## config.mk

```make
export PLATFORM = sky130hd
export DESIGN_NAME = serial_tile_rx
export DESIGN_NICKNAME = d
export VERILOG_FILES = /design/src/rtl/serial_tile_rx.sv
export SDC_FILE = /design/constraint.sdc
export NUM_CORES = 1
export LEC_CHECK = 0
export CORE_MARGIN = 8
export CORE_UTILIZATION = 35
export CTS_BUF_LIST = sky130_fd_sc_hd__clkbuf_2 sky130_fd_sc_hd__clkbuf_4 sky130_fd_sc_hd__clkbuf_8
export DETAILED_ROUTE_END_ITERATION = 8
export PLACE_DENSITY_LB_ADDON = 0.1
export SKIP_CTS_REPAIR_TIMING = 1
export SLEW_MARGIN = 20
export SYNTH_ARGS = -nofsm -noshare
export SYNTH_HDL_FRONTEND = slang
export SYNTH_SLANG_ARGS = --single-unit
```

## constraint.sdc

```tcl
create_clock -name clk -period 6.1 [get_ports clk]
set_clock_uncertainty 0.2 [all_clocks]
set_input_delay 1.22 -clock clk [delete_from_list [all_inputs] [get_ports clk]]
set_output_delay 1.22 -clock clk [all_outputs]
set_load 0.005 [all_outputs]
```

## src/rtl/serial_tile_rx.sv

```systemverilog
// serial_tile_rx: framed LSB-first serial operand receiver.
// Reassembles W-bit elements into a row-major ROWS x COLS tile behind valid/ready.
module serial_tile_rx #(
    parameter int W    = 8,
    parameter int ROWS = 4,
    parameter int COLS = 4
) (
    input  logic                   clk,
    input  logic                   rst,
    input  logic                   ser_en,
    input  logic                   ser_sync,
    input  logic                   ser_data,
    output logic [ROWS*COLS*W-1:0] tile_data,
    output logic                   tile_valid,
    input  logic                   tile_ready,
    output logic                   frame_err,
    output logic                   overflow,
    input  logic                   ovf_clr
);
    localparam int N  = ROWS * COLS;
    localparam int CW = (W > 1) ? $clog2(W) : 1;
    localparam int IW = (N > 1) ? $clog2(N) : 1;
    localparam logic [CW-1:0] LAST_BIT  = CW'(W - 1);
    localparam logic [IW-1:0] LAST_ELEM = IW'(N - 1);

    typedef enum logic [1:0] {IDLE, SHIFT, FULL} state_t;

    state_t         r_state;
    logic [W-1:0]   r_shreg;
    logic [CW-1:0]  r_bit_cnt;
    logic [IW-1:0]  r_elem_idx;
    logic [N*W-1:0] r_tile;
    logic           r_valid;
    logic           r_ferr;
    logic           r_ovf;

    logic           w_sync;
    logic           w_bit;
    logic           w_ovf_set;
    logic [W-1:0]   w_shnext;

    assign w_sync    = ser_en & ser_sync;
    assign w_bit     = ser_en & ~ser_sync;
    assign w_shnext  = {ser_data, r_shreg[W-1:1]};
    // A sync that arrives while a tile waits (and is not being accepted) is lost
    assign w_ovf_set = (r_state == FULL) & ~tile_ready & w_sync;

    always_ff @(posedge clk or posedge rst) begin
        if (rst) begin
            r_state    <= IDLE;
            r_shreg    <= '0;
            r_bit_cnt  <= '0;
            r_elem_idx <= '0;
            r_tile     <= '0;
            r_valid    <= 1'b0;
            r_ferr     <= 1'b0;
            r_ovf      <= 1'b0;
        end else begin
            r_ferr <= 1'b0;
            if (ovf_clr)
                r_ovf <= 1'b0;
            else if (w_ovf_set)
                r_ovf <= 1'b1;

            unique case (r_state)
                IDLE: begin
                    if (w_sync) begin
                        r_state   <= SHIFT;
                        r_bit_cnt <= '0;
                        r_shreg   <= '0;
                    end
                end
                SHIFT: begin
                    if (w_sync) begin
                        r_ferr    <= 1'b1;
                        r_bit_cnt <= '0;
                        r_shreg   <= '0;
                    end else if (w_bit) begin
                        r_shreg <= w_shnext;
                        if (r_bit_cnt == LAST_BIT) begin
                            r_bit_cnt <= '0;
                            for (int i = 0; i < N; i++) begin
                                if (r_elem_idx == IW'(i))
                                    r_tile[i*W +: W] <= w_shnext;
                            end
                            if (r_elem_idx == LAST_ELEM) begin
                                r_elem_idx <= '0;
                                r_valid    <= 1'b1;
                                r_state    <= FULL;
                            end else begin
                                r_elem_idx <= r_elem_idx + 1'b1;
                                r_state    <= IDLE;
                            end
                        end else begin
                            r_bit_cnt <= r_bit_cnt + 1'b1;
                        end
                    end
                end
                FULL: begin
                    if (tile_ready) begin
                        r_valid <= 1'b0;
                        if (w_sync) begin
                            r_state   <= SHIFT;
                            r_bit_cnt <= '0;
                            r_shreg   <= '0;
                        end else begin
                            r_state <= IDLE;
                        end
                    end
                end
                default: r_state <= IDLE;
            endcase
        end
    end

    assign tile_data  = r_tile;
    assign tile_valid = r_valid;
    assign frame_err  = r_ferr;
    assign overflow   = r_ovf;

endmodule

```

==> impl_metrics.csv <==
group,metric,value,unit
power_and_ir_drop,clkPwrFrac,37.4,%
detailed_routing,drtAntennaViolNets,0,
detailed_routing,drt-initial-drc-count,137,
worst_setup_path,path_class,"input port to flop",
worst_setup_path,crit_start,"ser_sync",
sta,fin_ws,2110,ps
final_layout,nFillCells,1548,
power_and_ir_drop,seq_power_share,53.3,%
worst_setup_path,cp_max_fo,15,
power_and_ir_drop,power_switching,552,uW
global_route,antenna_found_initial,0,
placement,io_buffers,137,
global_route,grt_pass1_wl,24800,microns
global_route,grt_overflow,0,
final_layout,multi_input_area,2200,sq um
clock_network,cts_inserted_buffers,17,
logic_synthesis,synth_top_area_share,61.1,%
global_route,grt.total_usage,14.9,%
run,cap_violations,0,
detailed_routing,drtPass1Iterations,6,
power_and_ir_drop,p_leak,0.00376,uW
logic_synthesis,synthesis.nets,397,
worst_setup_path,cp.required,6220,ps
logic_synthesis,synth_cells,383,
final_layout,syn2layout_area_growth,32.9,%
sta,timing.fmax,251,MHz
power_and_ir_drop,p_int,1560,uW
sta,rsz0062_at_grt,"false",
clock_network,cts.sinks,147,
outcome,outcome,"complete, no violations",
detailed_routing,wl_per_cell,20.3,microns
clock_network,path_clk_slew,80,ps
logic_synthesis,synth-seq-area-share,61.1,%
floorplanning,die_w,147,microns
floorplanning,dieHeight,147,microns
worst_setup_path,arrival,4110,ps
power_and_ir_drop,p_per_area,264,nW/um^2
sta,hold_viol,0,
sta,min_period,3990,ps
power_and_ir_drop,p_total,2110,uW
logic_synthesis,yosys-top-cells-count,"dfrtp_1, mux2_2, mux2_4",
clock_network,cts_root_buffer,"clkbuf_8",
floorplanning,die_area,21700,sq um
sta,slew-limit-headroom,30.6,%
floorplanning,core,17100,sq um
sta,tns,0,ps
worst_setup_path,cp-start-kind,"input port",
clock_network,clk_latency,430,ps
placement,pre_cts_ws,1650,ps
detailed_routing,viasPerCell,4.75,
detailed_routing,routed_wirelength,15300,microns
logic_synthesis,yosysUniqueCellTypes,36,
logic_synthesis,async_flop_share,100,%
logic_synthesis,synth_area_leaders,"dfrtp_1, mux2_2, mux2_4",
worst_setup_path,end_kind,"flop",
floorplanning,io_pins,138,
final_layout,finalNetCount,535,
power_and_ir_drop,vdd_drop_max,0.000133,V
global_route,grt_max_degree,112,
final_layout,register_area,3680,sq um
worst_setup_path,timing.rr.start,"r_state[1]",
final_layout,diodes,0,
logic_synthesis,ys_warn_count,0,
final_layout,layout-drive-gt1-share,34.8,%
logic_synthesis,synth_seq_cells,147,
logic_synthesis,synth_edf_count,0,
power_and_ir_drop,p_sw_share,26.1,%
logic_synthesis,synth.avg_cell_area,15.7,sq um
sta,worstMarginPinSlew,1040,ps
clock_network,htreeDepth,4,
floorplanning,floorplan.initialDensity,35.3,%
clock_network,cts_tree,"yes",
logic_synthesis,syn_area,6020,sq um
logic_synthesis,synth.largest_area_cell,"dfrtp_1",
detailed_routing,vias,3598,
global_route,grt_pass1_vias,4042,
sta,setup_viol,0,
min_path,min_path_type,"flop to flop",
sta,slew_violations,0,
floorplanning,num_rows,48,
min_path,hold_path.startpoint,"tile_data[100]",
placement,gp_congestion,0.727,
sta,period_share,65.4,%
detailed_routing,drc,0,
clock_network,clock_path_buffers,2,
placement,dp_hpwl,10400,microns
logic_synthesis,postSynth.topFlopCell,"dfrtp_1",
power_and_ir_drop,combPwrFrac,9.3,%
logic_synthesis,synth_most_common_cell,"dfrtp_1",
==> critical path, stage by stage <==
cell,delay [ps]
clkdlybuf4s50_1,460
nand4bb_1,920
or4b_1,1100
mux2_4,400
==> cells in the final DEF, fill, tap and decap left out, types with 2 or more instances in the layout <==
master,n
and3_1,11
bufinv_16,3
clkbuf_8,20
clkdlybuf4s50_1,137
clkinv_2,3
clkinv_4,3
dfrtp_1,147
ha_1,7
inv_1,6
mux2_2,124
mux2_4,16
nand2_1,10
nand2b_1,2
nand3_1,3
nand4_1,2
nor2_1,3
nor3_2,6
nor4_4,2
nor4b_4,2
o21ai_0,3
or4_1,2
or4b_1,2
==> worst paths after layout <==
kind                                  end  slack [ps]  cells after the start
setup / recovery             tile_data[7]        2110                      4
hold / removal             tile_data[100]         310                      1
setup reg to reg             tile_data[7]        2950                      3
hold reg to reg            tile_data[100]         310                      1
max in group asynchronous    tile_data[3]        3890                      3
min in group asynchronous  tile_data[119]         950                      2
==> cell families (layout without fill, tap and decap cells) <==
kind of cell / count (synthesis) / after routing / synth area share, %
buffers and inverters: 27 / 176 / 2.45
and+or+nand+nor: 51 / 51 / 6.60
DFF: 147 / 147 / 61.1
adders and majority gates: 7 / 7 / 1.45
xor gates and xnor gates: 1 / 1 / 0.145
muxes: 140 / 140 / 27.2
AOI/OAI and AO/OA: 10 / 10 / 1.12
==> stage by stage <==
step	util, %	instance area (sq um)	instances	hold WS (ps)
floorplan	-	6020	383	285
global placement	44.4	7570	726	289
detailed placement	44.4	7570	726	295
CTS	46.8	7980	756	312
global route	47.0	8010	757	331
finish	47.0	8010	757	308
==> sequential cells by signal (all words and copies together) (netlist names) <==
signal      cells
overflow        1
r_bit_cnt       3
frame_err       1
r_elem_idx      4
r_shreg         7
r_state         2
tile_data     128
tile_valid      1
==> power groups by stage <==
stage,logic (uW),clock network [uW],registers [uW]
after floorplan,160,0,1070
after global placement,193,0,1150
after detailed placement,198,0,1150
after CTS,199,817,1130
after global routing,222,862,1140
final,196,790,1130
==> layer usage <==
metal | part of all wire [%] | vias up | global-route usage [%]
li1 | - | 1638 | -
met1 | 45 | 1842 | 18.7
met2 | 45 | 106 | 22.6
met3 | 8.9 | 12 | 7.20
met4 | 0.83 | 0 | 3.98
met5 | 0 | - | 0
==> final cells by class <==
type,instances,share of cell area (%)
Clock inverter,9,1.62
Clock buffer,21,3.53
Tap cell,225,3.52
Sequential cell,147,45.9
Multi-Input combinational cell,209,27.4
Timing Repair Buffer,139,17.6
Inverter,7,0.391
Power figures use the tool's default switching activity.
